$ cat src/rtl/alu_result_stage_pkg.sv
`default_nettype none
// ============================================================================
// Module      : alu_result_stage_pkg
// Description : Shared constants, branch condition codes, EX/MEM payload
//               struct and stage state encoding for the ALU result stage.
// Revision    : 1.0 - initial release
// ============================================================================
package alu_result_stage_pkg;

  // Datapath and register-index widths
  localparam int unsigned c_dw = 32;
  localparam int unsigned c_rw = 5;

  // Branch condition codes presented alongside the ALU result
  localparam logic [2:0] c_br_none = 3'b000;  // never taken
  localparam logic [2:0] c_br_beq  = 3'b001;  // z
  localparam logic [2:0] c_br_bne  = 3'b010;  // !z
  localparam logic [2:0] c_br_bltz = 3'b011;  // n
  localparam logic [2:0] c_br_bgez = 3'b100;  // !n
  localparam logic [2:0] c_br_blez = 3'b101;  // z | n
  localparam logic [2:0] c_br_bgtz = 3'b110;  // !z & !n
  localparam logic [2:0] c_br_jump = 3'b111;  // always taken

  // Payload handed from EX to MEM
  typedef struct packed {
    logic [c_dw-1:0] result;
    logic [c_dw-1:0] store_data;
    logic [c_rw-1:0] wb_reg;
    logic            reg_write;
    logic            mem_read;
    logic            mem_write;
    logic            z;
    logic            n;
  } ex_mem_t;

  // Occupancy state: bit 1 = main entry valid, bit 0 = skid entry valid
  typedef enum logic [1:0] {
    ST_EMPTY = 2'b00,
    ST_ONE   = 2'b10,
    ST_FULL  = 2'b11
  } stage_state_t;

endpackage
`default_nettype wire

$ cat src/rtl/alu_result_stage_branch_eval.sv
`default_nettype none
// ============================================================================
// Module      : alu_branch_eval
// Description : Purely combinational branch resolution from the ALU zero and
//               negative flags. Kept separate so early-branch logic can reuse
//               the same decode.
// Revision    : 1.0 - initial release
// ============================================================================
module alu_branch_eval
  import alu_result_stage_pkg::*;
(
  input  logic [2:0] br_cond,
  input  logic       z,
  input  logic       n,
  output logic       taken
);

  // Decode the condition code against the flags
  always_comb begin
    taken = 1'b0;
    case (br_cond)
      c_br_none: taken = 1'b0;
      c_br_beq:  taken = z;
      c_br_bne:  taken = ~z;
      c_br_bltz: taken = n;
      c_br_bgez: taken = ~n;
      c_br_blez: taken = z | n;
      c_br_bgtz: taken = ~z & ~n;
      c_br_jump: taken = 1'b1;
      default:   taken = 1'b0;
    endcase
  end

endmodule
`default_nettype wire

$ cat src/rtl/alu_result_stage.sv
`default_nettype none
// ============================================================================
// Module      : alu_result_stage
// Description : EX/MEM pipeline register behind the ALU. Captures result,
//               flags and memory/write-back control into a two-entry skid
//               buffer, resolves the branch at accept time and issues a
//               one-cycle taken pulse. Supports synchronous flush.
// Revision    : 1.0 - initial release
// ============================================================================
module alu_result_stage
  import alu_result_stage_pkg::*;
#(
  parameter int DW = c_dw,
  parameter int RW = c_rw
) (
  input  logic          clk,
  input  logic          rst_n,
  // ALU side
  input  logic          in_valid,
  output logic          in_ready,
  input  logic [DW-1:0] sum,
  input  logic          zout,
  input  logic          nout,
  input  logic [2:0]    br_cond,
  input  logic [DW-1:0] br_target,
  input  logic [DW-1:0] store_data,
  input  logic [RW-1:0] wb_reg,
  input  logic          reg_write,
  input  logic          mem_read,
  input  logic          mem_write,
  input  logic          flush,
  // Memory-stage side
  output logic          out_valid,
  input  logic          out_ready,
  output logic [DW-1:0] out_result,
  output logic [DW-1:0] out_store_data,
  output logic [RW-1:0] out_wb_reg,
  output logic          out_reg_write,
  output logic          out_mem_read,
  output logic          out_mem_write,
  output logic          out_z,
  output logic          out_n,
  // Branch redirect
  output logic          branch_taken,
  output logic [DW-1:0] branch_pc
);

  stage_state_t  state_q, state_d;
  ex_mem_t       main_q, main_d;
  ex_mem_t       skid_q, skid_d;
  ex_mem_t       in_entry;
  logic          branch_taken_q, branch_taken_d;
  logic [DW-1:0] branch_pc_q, branch_pc_d;

  logic          main_valid;
  logic          skid_valid;
  logic          accept;
  logic          drain;
  logic          br_hit;

  assign main_valid = (state_q != ST_EMPTY);
  assign skid_valid = (state_q == ST_FULL);

  // in_ready comes straight from the state register, so it is glitch-free
  assign in_ready = ~skid_valid;
  assign accept   = in_valid & in_ready & ~flush;
  assign drain    = main_valid & out_ready;

  alu_branch_eval u_branch_eval (
    .br_cond (br_cond),
    .z       (zout),
    .n       (nout),
    .taken   (br_hit)
  );

  // Bundle the incoming ALU outputs into one payload word
  always_comb begin
    in_entry            = '0;
    in_entry.result     = sum;
    in_entry.store_data = store_data;
    in_entry.wb_reg     = wb_reg;
    in_entry.reg_write  = reg_write;
    in_entry.mem_read   = mem_read;
    in_entry.mem_write  = mem_write;
    in_entry.z          = zout;
    in_entry.n          = nout;
  end

  // Occupancy FSM and skid-buffer data steering; flush outranks everything
  always_comb begin
    state_d = state_q;
    main_d  = main_q;
    skid_d  = skid_q;
    if (flush) begin
      // Data bits are left as they are; only the valid state is discarded
      state_d = ST_EMPTY;
    end else begin
      case (state_q)
        ST_EMPTY: begin
          if (accept) begin
            main_d  = in_entry;
            state_d = ST_ONE;
          end
        end
        ST_ONE: begin
          if (drain) begin
            if (accept) begin
              main_d = in_entry;
            end else begin
              state_d = ST_EMPTY;
            end
          end else if (accept) begin
            skid_d  = in_entry;
            state_d = ST_FULL;
          end
        end
        ST_FULL: begin
          if (drain) begin
            main_d = skid_q;
            if (accept) begin
              // Skid refills in the same edge it hands over to main
              skid_d  = in_entry;
              state_d = ST_FULL;
            end else begin
              state_d = ST_ONE;
            end
          end
        end
        default: begin
          state_d = ST_EMPTY;
        end
      endcase
    end
  end

  // Branch pulse: one cycle after a taken entry is accepted, never on flush
  always_comb begin
    branch_taken_d = accept & br_hit;
    branch_pc_d    = branch_pc_q;
    if (accept & br_hit) begin
      branch_pc_d = br_target;
    end
  end

  // State, payload and branch registers with asynchronous active-low reset
  always_ff @(posedge clk or negedge rst_n) begin
    if (!rst_n) begin
      state_q        <= ST_EMPTY;
      main_q         <= '0;
      skid_q         <= '0;
      branch_taken_q <= 1'b0;
      branch_pc_q    <= '0;
    end else begin
      state_q        <= state_d;
      main_q         <= main_d;
      skid_q         <= skid_d;
      branch_taken_q <= branch_taken_d;
      branch_pc_q    <= branch_pc_d;
    end
  end

  assign out_valid      = main_valid;
  assign out_result     = main_q.result;
  assign out_store_data = main_q.store_data;
  assign out_wb_reg     = main_q.wb_reg;
  assign out_reg_write  = main_q.reg_write;
  assign out_mem_read   = main_q.mem_read;
  assign out_mem_write  = main_q.mem_write;
  assign out_z          = main_q.z;
  assign out_n          = main_q.n;
  assign branch_taken   = branch_taken_q;
  assign branch_pc      = branch_pc_q;

endmodule
`default_nettype wire
$ cat config.mk
export PLATFORM = sky130hd
export DESIGN_NAME = alu_result_stage
export DESIGN_NICKNAME = d
export VERILOG_FILES = /design/src/rtl/alu_result_stage_pkg.sv /design/src/rtl/alu_result_stage_branch_eval.sv /design/src/rtl/alu_result_stage.sv
export SDC_FILE = /design/constraint.sdc
export NUM_CORES = 1
export LEC_CHECK = 0
export ABC_AREA = 1
export CORE_UTILIZATION = 49
export CTS_CLUSTER_DIAMETER = 100
export DETAILED_ROUTE_END_ITERATION = 16
export PLACE_DENSITY = 0.81
export SLEW_MARGIN = 20
export SYNTH_ARGS = -nofsm -noshare
export SYNTH_HDL_FRONTEND = slang
export SYNTH_SLANG_ARGS = --single-unit
export TNS_END_PERCENT = 20
$ cat constraint.sdc
create_clock -name clk -period 1.7 [get_ports clk]
set_clock_uncertainty 0.05 [all_clocks]
set_input_delay 0.17 -clock clk [delete_from_list [all_inputs] [get_ports clk]]
set_output_delay 0.17 -clock clk [all_outputs]
set_load 0.1 [all_outputs]
# [Word level (Yosys, flattened, before mapping)]
# Cells that the tools add are included.
[totals] out_inout_bits=109 regBits=183
[classes] n_mux=17 n_reduce_logical=8 n_eq_ne=16 n_bitwise=10
[op_table] cell="$mux W74" n=6
[op_table] cell="$pmux W74 S3" n=1
[op_table] cell="$pmux W74 S2" n=1
[op_table] cell="$eq A3 B3 Y1 const B" n=4
[op_table] cell="$mux W2" n=6
[op_table] cell="$reduce_and A4 Y1" n=3
[op_table] cell="$ne A4 B4 Y1 const B" n=2
[op_table] cell="$pmux W1 S8" n=1
[op_table] cell="$eq A3 B2 Y1 const B" n=2
[op_table] cell="$pmux W2 S3" n=1
[op_table] cell="$and A1 B1 Y1" n=5
[op_table] cell="$eq A2 B2 Y1 const B" n=2
[op_table] cell="$ne A2 B2 Y1 const B" n=2
[op_table] cell="$not A1 Y1" n=4
[op_table] cell="$reduce_bool A2 Y1" n=2
[op_table] cell="$eq A3 B1 Y1 const B" n=1
[op_table] cell="$logic_not A3 Y1" n=1
[op_table] cell="$ne A3 B2 Y1 const B" n=1
[op_table] cell="$ne A3 B3 Y1 const B" n=1
[op_table] cell="$reduce_bool A3 Y1" n=1
[op_table] cell="$logic_not A2 Y1" n=1
[op_table] cell="$ne A2 B1 Y1 const B" n=1
[op_table] cell="$mux W1" n=1
[op_table] cell="$or A1 B1 Y1" n=1

# [Logic depth before layout (Yosys ltp)]
# Gate-level depths: netlist (run 1).
[logic_depth] ltp_word=8 ltp_mapped=9

# [By module]
# From an unflattened synthesis (run 1), not the netlist that was laid out.
[unflattened] hier_cells=976 hier_area_um2=7900.1
[by_module_without_submodules] module="alu_result_stage" cells_each=962 area_per_inst_um2=7842.5 instances=1
[by_module_without_submodules] module="alu_branch_eval" cells_each=14 area_per_inst_um2=57.6 instances=1

# [Worst setup path after synthesis (run 1)]
# No wires, ideal clock.
[synth_timing] path_type="register -> register" startpoint="register state_q[0]" endpoint="register skid_q[36] (netlist bit)" n_path_buf=2 t_arrival_ps=1625 t_required_ps=1520 stages_incl_launch_ff=9 synth_period_minus_slack_ps=1805 setup_time_ps=130 path_slack_ps=-105 path_cell_list="dfrtp_1 > nand2_2 > inv_2 > nor2_4 > nand3_2 > buf_4 > buf_4 > nand2_1 > o21ai_0"
[synth_between] elab_chain_len=7 elab_cells_between_ends=15
[synth_lines] element="start, declared" line="alu_result_stage.sv:48" rtl="stage_state_t state_q, state_d;"
[synth_lines] element="start signal, assigned" line="alu_result_stage.sv:154" rtl="state_q <= state_d;"
[synth_lines] element="$eq A2 B2 Y1 *" line="alu_result_stage.sv:62" rtl="assign skid_valid = (state_q == ST_FULL);"
[synth_lines] element="$not A1 Y1 *" line="alu_result_stage.sv:65" rtl="assign in_ready = ~skid_valid;"
[synth_lines] element="via in_ready" line="alu_result_stage.sv:20" rtl="output logic in_ready,"
[synth_lines] element="$and A1 B1 Y1 * (2 in series)" line="alu_result_stage.sv:66" rtl="assign accept = in_valid & in_ready & ~flush;"
[synth_lines] element="$mux W74 *"
[synth_lines] element="$mux W74 (on tied branches)"
[synth_lines] element="$pmux W74 S2 *" line="alu_result_stage.sv:98" rtl="case (state_q)"
[synth_lines] element="end signal, assigned" line="alu_result_stage.sv:156" rtl="skid_q <= skid_d;"
[synth_lines] element="end, declared" line="alu_result_stage.sv:50" rtl="ex_mem_t skid_q, skid_d;"
# Mark *: on every way through the listed nets, which the timed path passes. The rest lies on a longest branch. The select of a mux whose other input is x is not followed.
# A chain may end at the register's enable or synchronous reset.

# [Final worst setup path (run 1)]
[layout_timing] startpoint="register state_q[1]" endpoint="register main_q, in the netlist out_result[22]"
[layout_between] elab_chain_len=7 elab_cells_between_ends=15
[layout_lines] element="$eq A2 B2 Y1" line="alu_result_stage.sv:62, alu_result_stage.sv:98"
[layout_lines] element="$not A1 Y1" line="alu_result_stage.sv:65"
[layout_lines] element="$and A1 B1 Y1 (2 in series)" line="alu_result_stage.sv:66"
[layout_lines] element="$mux W74 (2 in series)"
[layout_lines] element="$pmux W74 S3" line="alu_result_stage.sv:98"
[layout_lines] element="end signal, assigned" line="alu_result_stage.sv:155" rtl="main_q <= main_d;"
[layout_lines] element="end, declared" line="alu_result_stage.sv:49" rtl="ex_mem_t main_q, main_d;"
# Parallel ways exist; a longest one is shown, timed or not. The select of a mux whose other input is x is not followed.

==> reports/results.tsv, run 1 <==
stage	metric	value	unit
worst_setup_path	slowest_stage	dfrtp_2	
final_layout	layout-drive-gt1-share	0.146	
yosys	synth.most_common_cell	nand2_1	
sta	finalHoldViolations	0	
final_layout	final_cells	1446	
yosys	synth_top_cell_area_share	0.559	
sta	slew_viol_final	0	
yosys	ys.flop_type	dfrtp_1	
worst_setup_path	crit_arrival	1.89	ns
worst_setup_path	cp_cell_sequence	inv_1 > nor2_1 > a21oi_1 > nand2_2 > inv_2 > buf_12 > nand2_1 > nand2_1	
power	total_leakage_power	6.22	nW
detailed_routing	first_iter_violations	610	
clock_network	clkSinkCount	183	
detailed_routing	routed_via_density	5.07	
grt	grt_pass1_vias	7514	
placed_design	gp_congestion	0.817	
yosys	yosysSeqAreaShare	0.559	
final_layout	antenna_cells	0	
final_layout	synthToLayoutAreaGrowth	53.1	%
sta	setup_viol	0	
status	status	completed	
yosys	ys_top_cells_by_area	dfrtp_1 56%, nand2_1 19%, o21ai_0 8.5%	
worst_setup_path	worstSetupPathType	reg -> reg	
sta	period_needed	1.58	ns
grt	grt.overflow.total	0	
clock_network	tritoncts	done	
final_layout	largest_reg_flops	74	
yosys	synthesis.area	0.00820	mm²
placed_design	place_inst	1407	
yosys	yosysTopAreaCell	dfrtp_1	
grt	antenna_found_initial	0	
worst_setup_path	r2r-start	state_q[1]	
detailed_routing	drtPass1Iterations	7	
yosys	ys_seq_elements	183	
grt	grt_pass1_wl	36.5	mm
sta	fin_setup_tns	0	ns
worst_setup_path	end_kind	register	
hold_path	hp-class	in -> async	
yosys	ys_warn_count	0	
worst_setup_path	reg2reg_to	out_result[22]	
power	peakVddDrop	0.000960	V
worst_setup_path	cp.required	2.01	ns
worst_setup_path	startpoint_type	register	
yosys	syn_nets	1125	
yosys	yosysUniqueCellTypes	20	
sta	rsz0062_at_grt	false	
power	cellPowerDensity	1880	mW/mm²
sta	post-route-period-util	0.931	
worst_setup_path	worst_path_most_repeated_cell	nand2_1	
yosys	ys_top_cells_by_count	420 x nand2_1, 183 x dfrtp_1, 139 x o21ai_0	
die	fp.dieArea	0.0173	mm²
die	start_util	0.509	
yosys	synth_enable_flop_cells	0	
detailed_routing	wl_per_cell	15.5	µm
yosys	syn_area_per_cell	8.11	µm²
die	fp.dieH	131	µm
die	core	0.0161	mm²
worst_setup_path	r2r_slack	0.12	ns
die	ioPinCount	223	
worst_setup_path	max_stage_delay	0.45	ns
clock_network	cts_buffers	17	
grt	grt_max_degree	83	
clock_network	clk_pin_slew	0.07	ns
sta	worst_pin_slew	0.358	ns
placed_design	io_buffers	222	
grt	grt.total_usage	0.267	
clock_network	cts_buffer_depth	2	
yosys	synth_cells	1011	
final_layout	layout.nets	1332	
placed_design	hpwl	14.7	mm
clock_network	root_buffer	clkbuf_16	
detailed_routing	antenna_left	0	
die	placementRows	46	
final_layout	top_register	skid_q	
detailed_routing	wl	22.3	mm
worst_setup_path	cp_max_fo	52	
worst_setup_path	ff2ff_path_depth	8	
detailed_routing	drc	0	
sta	max_freq	632	MHz
yosys	async_flop_share	1.00	
sta	maxSlewHeadroom	0.761	
detailed_routing	num_vias	7335	
clock_network	cts_htree_levels	4	
die	die_w	131	µm
clock_network	clk_latency	0.42	ns
flow_run	maxCapViolCount	0	
[logic make-up after synthesis]
family                 Yosys count  synth area share
and+or+nand+nor                466             0.226
AOI/OAI and AO/OA              184             0.122
buffers and inverters          178            0.0936
DFF                            183             0.559
[worst max-delay path, delay by kind of cell (launching register included)]
family          cells  cell delay (ns)
flops               1             0.45
buf+inv             3             0.46
compound gates      1             0.16
simple gates        4             0.36
[worst max path at each step]
stage | to | slack [ns] | startpoint
after detailed placement | out_result[22] | -0.07 | flush
after CTS | skid_q[65] | 0.007 | state_q[1]
after floorplan | skid_q[36] | 0.06 | state_q[0]
final | out_result[22] | 0.12 | state_q[1]
after global routing | skid_q[54] | 0.02 | state_q[0]
after global placement | out_store_data[17] | 0.02 | flush
[cells in the final DEF (no fill, tap or decap), types with 3 or more instances in the layout]
| cell | instances |
|---|---|
| nand2_1 | 419 |
| a21oi_1 | 3 |
| dfrtp_1 | 181 |
| clkdlybuf4s50_1 | 112 |
| nand3_1 | 4 |
| buf_12 | 120 |
| nand4_1 | 32 |
| clkbuf_16 | 19 |
| o21ai_1 | 10 |
| buf_4 | 12 |
| bufinv_16 | 5 |
| o21ai_0 | 139 |
| nor2_1 | 5 |
| o21bai_1 | 32 |
| inv_1 | 113 |
[layout make-up]
| type | instances | area [µm²] |
|---|---|---|
| Tap cell | 216 | 270 |
| Clock inverter | 14 | 224 |
| Multi-Input combinational cell | 650 | 2870 |
| Fill cell | 985 | 3560 |
| Clock buffer | 17 | 425 |
| Timing Repair Buffer | 251 | 3750 |
| Inverter | 115 | 434 |
| Sequential cell | 183 | 4580 |
[repair_timing]
action,in CTS,in global routing
gates resized for setup,0,5
hold buffers,1,0
hold endpoints to repair,183,0
endpoints found under the setup margin,0,145
buffers inserted,0,5
[where the power goes]
part | switching (mW) | leakage [nW] | internal, mW
combinational | 7.80 | 3.63 | 4.19
clock | 1.75 | 0.313 | 2.63
sequential | 1.34 | 2.28 | 5.94
total | 10.9 | 6.22 | 12.8
[stage by stage]
| step | power (mW) | cell area [µm²] | hold WS, ns | utilization | setup WS (ns) |
|---|---|---|---|---|---|
| 6_report | 23.6 | 12600 | 0.160 | 0.779 | 0.117 |
| 5_1_grt | 24.6 | 12600 | 0.166 | 0.779 | 0.0233 |
| 4_1_cts | 23.7 | 12400 | 0.151 | 0.772 | 0.00680 |
| 3_5_place_dp | 19.2 | 11800 | 0.0512 | 0.731 | -0.0708 |
| 3_3_place_gp | 19.0 | 11800 | 0.0497 | 0.731 | 0.0239 |
| 2_1_floorplan | 14.3 | 8200 | -0.176 | - | 0.0636 |
[metal layers]
metal | track usage | wire length (µm) | vias up
met3 | 0.0845 | 1770 | 31
met2 | 0.460 | 11300 | 273
li1 | - | - | 3560
met4 | 0.0788 | 350 | 0
met1 | 0.318 | 8890 | 3471
met5 | 0 | 0 | -
No activity file was read; power rests on OpenSTA's default activity.
==> inputs of run 2 (changes only) <==
clock period = 1.5 ns   (was 1.7 ns; I/O delays follow)
==> reports/results.tsv, run 2 (synthesis gave the netlist of run 1 again) <==
stage	metric	value	unit	change
status	status	complete, but fails checks		
status	failed_checks	setup timing		
detailed_routing	drc	0		unchanged
detailed_routing	wl_per_cell	15.1	µm	-2.5%
clock_network	root_buffer	clkbuf_16		
grt	antenna_found_initial	1		+1
placed_design	placed_cell_area	0.0120	mm²	+1.5%
final_layout	final_common_cell	nand2_1		
power	total_leakage_power	6.24	nW	+0.38%
die	start_util	0.509		unchanged
worst_setup_path	crit_arrival	1.81	ns	-0.08 ns
clock_network	clk_latency	0.43	ns	about the same
clock_network	tritoncts	done		
die	die_w	131	µm	unchanged
worst_setup_path	worstSetupPathType	reg -> reg		
worst_setup_path	cp_num_buf_inv	3		unchanged
final_layout	final_cells	1455		+0.62%
power	clkPwrFrac	0.176		-0.009
grt	grt.overflow.total	0		unchanged
sta	finalHoldViolations	0		unchanged
placed_design	pre_cts_slack	-0.245	ns	-0.174 ns
placed_design	gp_congestion	0.780		-4.5%
placed_design	place_inst	1421		+1.0%
final_layout	layout.nets	1340		+0.60%
die	fp.dieArea	0.0173	mm²	unchanged
flow_run	maxCapViolCount	0		unchanged
sta	maxSlewHeadroom	0.781		+0.0201
worst_setup_path	max_stage_delay	0.44	ns	about the same
hold_path	hp-class	in -> async		
worst_setup_path	cp.required	1.75	ns	-0.26 ns
power	p_seq_frac	0.311		+0.003
power	switchingPower	12.3	mW	+13%
power	sw_frac_of_total	0.463		+0.00258
clock_network	clkSinkCount	183		unchanged
worst_setup_path	startpoint_type	register		
power	combPwrFrac	0.513		+0.006
worst_setup_path	worst_path_most_repeated_cell	buf_12		
final_layout	synthToLayoutAreaGrowth	54.5	%	
worst_setup_path	slowest_stage	dfrtp_2		
detailed_routing	antenna_left	0		unchanged
detailed_routing	num_vias	7433		+1.3%
worst_setup_path	cpLargestDelayFamily	simple AND/OR/NAND/NOR gates		
placed_design	hpwl	14.8	mm	+1.1%
sta	setup_viol	87		+87
sta	max_freq	643	MHz	+1.8%
detailed_routing	first_iter_violations	569		-6.7%
power	cellPowerDensity	2100	mW/mm²	+12%
grt	grt_pass1_vias	7566		+0.69%
sta	worst_pin_slew	0.328	ns	-0.0302 ns
sta	whs	0.122	ns	-0.0386 ns
final_layout	layout-drive-gt1-share	0.157		+0.0110
detailed_routing	wl_met1	8.64	mm	-2.8%
clock_network	cts_buffer_depth	2		unchanged
worst_setup_path	cp_max_fo	58		+12%
detailed_routing	drtPass1Iterations	8		+1
final_layout	largest_reg_flops	74		unchanged
sta	slew_viol_final	0		unchanged
grt	grt_pass1_wl	36.8	mm	+0.83%
detailed_routing	wl_met2	10.9	mm	-4.0%
final_layout	final_area	0.0127	mm²	+0.91%
die	ioPinCount	223		unchanged
worst_setup_path	cp_cell_sequence	buf_12 > nand2_8 > inv_4 > nor2_4 > nand3_4 > buf_12 > nand2_1 > o21ai_0		
clock_network	clk_pin_slew	0.07	ns	about the same
final_layout	fill_cells	981		-0.41%
detailed_routing	routed_via_density	5.11		+0.71%
sta	worst_slack	-0.0553	ns	-0.173 ns
final_layout	antenna_cells	0		unchanged
grt	grt.total_usage	0.269		+0.00195
clock_network	cts_htree_levels	4		unchanged
sta	rsz0062_at_grt	true		
placed_design	io_buffers	222		unchanged
die	core	0.0161	mm²	unchanged
clock_network	cts_buffers	17		unchanged
detailed_routing	met3_wirelength	1.93	mm	+9.0%
detailed_routing	top_layer	met4		
power	internal-power	14.3	mW	+12%
final_layout	most-common-layout-cells	414 x nand2_1, 181 x dfrtp_1, 129 x o21ai_0, 126 x buf_12		
grt	grt_max_degree	75		-9.6%
die	placementRows	46		unchanged
final_layout	final_core_util	0.786		+0.00706
sta	period_needed	1.56	ns	-0.0273 ns
die	fp.dieH	131	µm	unchanged
worst_setup_path	end_kind	register		
sta	post-route-period-util	1.04		+0.106
power	peakVddDrop	0.00116	V	+21%
final_layout	top_register	skid_q		
detailed_routing	wl	21.9	mm	-1.9%
[run 2: changes by cell type in the layout (fill, tap and decap cells not counted), moves of 3 or more]
cell     previous run  this run
o21ai_1            10        20
buf_4              12        15
o21ai_0           139       129
nand2_2             1         6
buf_12            120       126
nand2_1           419       414
[run 2: layout make-up]
cell class / count / area, µm² / area share
clock inverter: 12 / 166 / 0.0131
inverter: 115 / 439 / 0.0347
tap: 216 / 270 / 0.0213
timing repair buffer: 259 / 3840 / 0.304
clock buffer: 20 / 457 / 0.0360
multi-input combinational: 650 / 2910 / 0.230
sequential: 183 / 4580 / 0.362
[run 2: metrics by stage]
step / setup TNS, ns / total power, mW
floorplan: -0.523 / 16.2
global placement: -21.10 / 21.6
detailed placement: -30.05 / 21.9
CTS: -1.76 / 26.7
global route: -15.29 / 27.6
finish: -1.57 / 26.6
[run 2: path summary, 6_finish.rpt]
check,start,end,slack (ns),cells after the start
hold / removal,rst_n,skid_q[4],0.12,2
min in group clk,br_target[2],branch_pc[2],0.23,3
hold reg to reg,skid_q[9],skid_q[9],0.44,2
setup reg to reg,state_q[1],skid_q[52],-0.06,8
setup / recovery,state_q[1],skid_q[52],-0.06,8
max in group asynchronous,rst_n,branch_pc[29],0.72,3
[run 2: routing by layer]
metal  up-vias  track usage
met2       308        0.457
met5         -            0
met3        37       0.0938
met1      3502        0.315
li1       3586            -
met4         0       0.0924
[run 2: what timing repair did]
item                                   4_1_cts  5_1_grt
pin swaps                                    1        0
hold buffers                                 1        0
endpoints found under the hold margin      183        0
buffers inserted                             1        0
resized for setup                           19        7
setup endpoints to repair                   42      182
[run 2: power by group through the flow]
stage,combinational (mW),sequential [mW],clock (mW)
floorplan,2.05,14.2,0
CTS,13.7,8.26,4.74
detailed placement,13.6,8.30,0
global placement,13.4,8.21,0
finish,13.7,8.27,4.68
global route,14.3,8.46,4.93
==> inputs of run 3 (changes only) <==
CORE_UTILIZATION = 50   (was 49)
PLACE_DENSITY = 0.82   (was 0.81)
clock period = 1.9 ns   (was 1.5 ns; I/O delays follow)
==> reports/results.tsv, run 3 (synthesis gave the netlist of run 1 again) <==
stage	metric	value	unit	change
worst_setup_path	ff2ff_path_depth	7		-1
detailed_routing	wl_met1	8.42	mm	-2.6%
sta	period_needed	1.62	ns	+0.0637 ns
sta	setup_viol	0		-100%
detailed_routing	wl_met2	9.76	mm	-10%
clock_network	postCtsSetupBuffers	0		-1
sta	whs	0.221	ns	+0.0994 ns
grt	grt_max_degree	81		+8.0%
detailed_routing	drc	0		unchanged
die	core	0.0159	mm²	-1.1%
grt	grt_pass1_vias	6790		-10%
sta	rsz0062_at_grt	false		
detailed_routing	first_iter_violations	431		-24%
final_layout	synthToLayoutAreaGrowth	34.4	%	
placed_design	hpwl	13.1	mm	-11%
clock_network	cts_buffers	17		unchanged
detailed_routing	routed_via_density	4.93		-3.5%
worst_setup_path	crit_arrival	1.93	ns	+0.12 ns
clock_network	root_buffer	clkbuf_16		
detailed_routing	num_vias	7096		-4.5%
sta	slew_viol_final	0		unchanged
hold_path	hp-class	in -> async		
grt	grt.overflow.total	0		unchanged
die	die_w	130	µm	-0.99%
clock_network	cts_htree_levels	4		unchanged
power	total_leakage_power	5.69	nW	-8.9%
grt	antenna_found_initial	1		unchanged
clock_network	clk_latency	0.42	ns	about the same
clock_network	clkSinkCount	183		unchanged
clock_network	hold_buffers	1		unchanged
worst_setup_path	cp_max_fo	45		-22%
detailed_routing	met3_wirelength	1.38	mm	-28%
clock_network	tritoncts	done		
die	placementRows	46		unchanged
sta	post-route-period-util	0.852		-0.185
die	ioPinCount	223		unchanged
detailed_routing	antenna_left	0		unchanged
placed_design	pre_cts_slack	0.122	ns	+0.367 ns
die	fp.dieArea	0.0169	mm²	-2.0%
detailed_routing	top_layer	met4		
flow_run	maxCapViolCount	0		unchanged
worst_setup_path	startpoint_type	register		
power	total_power	18.4	mW	-31%
sta	worst_pin_slew	0.415	ns	+0.0870 ns
final_layout	layout-drive-gt1-share	0.137		-0.0199
final_layout	largest_reg_flops	74		unchanged
sta	fin_setup_tns	0	ns	+1.57 ns
die	start_util	0.514		+0.00551
power	cellPowerDensity	1670	mW/mm²	-20%
clock_network	cts_resized	0		-19
placed_design	io_buffers	222		unchanged
sta	finalHoldViolations	0		unchanged
sta	worst_slack	0.281	ns	+0.336 ns
detailed_routing	wl	19.8	mm	-9.5%
grt	grt.total_usage	0.248		-0.0204
worst_setup_path	cp.required	2.21	ns	+0.46 ns
final_layout	final_common_cell	nand2_1		
power	peakVddDrop	0.000918	V	-21%
worst_setup_path	end_kind	register		
sta	maxSlewHeadroom	0.723		-0.0580
detailed_routing	wl_per_cell	13.8	µm	-8.5%
placed_design	gp_congestion	0.766		-1.8%
clock_network	clk_pin_slew	0.07	ns	about the same
final_layout	top_register	skid_q		
status	status	completed		
grt	grt_pass1_wl	32.7	mm	-11%
final_layout	layout.nets	1323		-1.3%
die	fp.dieH	130	µm	-0.99%
final_layout	most-common-layout-cells	419 x nand2_1, 183 x dfrtp_1, 139 x o21ai_0, 114 x buf_4, 113 x inv_1		
detailed_routing	drtPass1Iterations	7		-1
sta	max_freq	618	MHz	-3.9%
clock_network	cts_buffer_depth	2		unchanged
worst_setup_path	worstSetupPathType	reg -> reg		
## run 3: path summary, 6_finish.rpt
check / start / endpoint / slack [ns]
min reg2reg: skid_q[41] / skid_q[41] / 0.43
max: state_q[1] / out_result[21] / 0.28
min in group clk: br_target[20] / branch_pc[20] / 0.27
min: rst_n / branch_pc[11] / 0.22
max in group asynchronous: rst_n / branch_pc[31] / 0.88
max reg2reg: state_q[1] / out_result[21] / 0.28
## run 3: area by class of cell
cell class	instances	area [µm²]
timing repair buffer	242	2280
fill	1288	4920
clock inverter	13	148
tap	216	270
antenna	1	2.50
sequential	183	4580
multi-input combinational	650	2860
clock buffer	19	443
inverter	115	434
## run 3: metrics by stage
step	instances	utilization	cell area, µm²
after global routing	1439	0.691	11000
after floorplan	1011	-	8200
after CTS	1438	0.691	11000
after detailed placement	1405	0.654	10400
after global placement	1405	0.654	10400
final	1439	0.691	11000
## run 3: per-layer routing
| metal | vias to the layer above | global-route usage |
|---|---|---|
| li1 | 3543 | - |
| met3 | 22 | 0.0742 |
| met2 | 207 | 0.408 |
| met4 | 0 | 0.0793 |
| met1 | 3324 | 0.315 |
| met5 | - | 0 |
## run 3: worst max-delay path: stages, from the launching register on
cell	delay, ns
dfrtp_1	0.46
nand2_2	0.16
a21oi_1	0.21
nand2_2	0.12
inv_2	0.12
buf_12	0.21
nand2_1	0.09
nand2_1	0.09
## run 3: where the power goes
part	internal, mW	switching [mW]	total (mW)
Combinational	1.93	6.87	8.79
Sequential	5.31	0.804	6.11
Clock	1.99	1.52	3.51
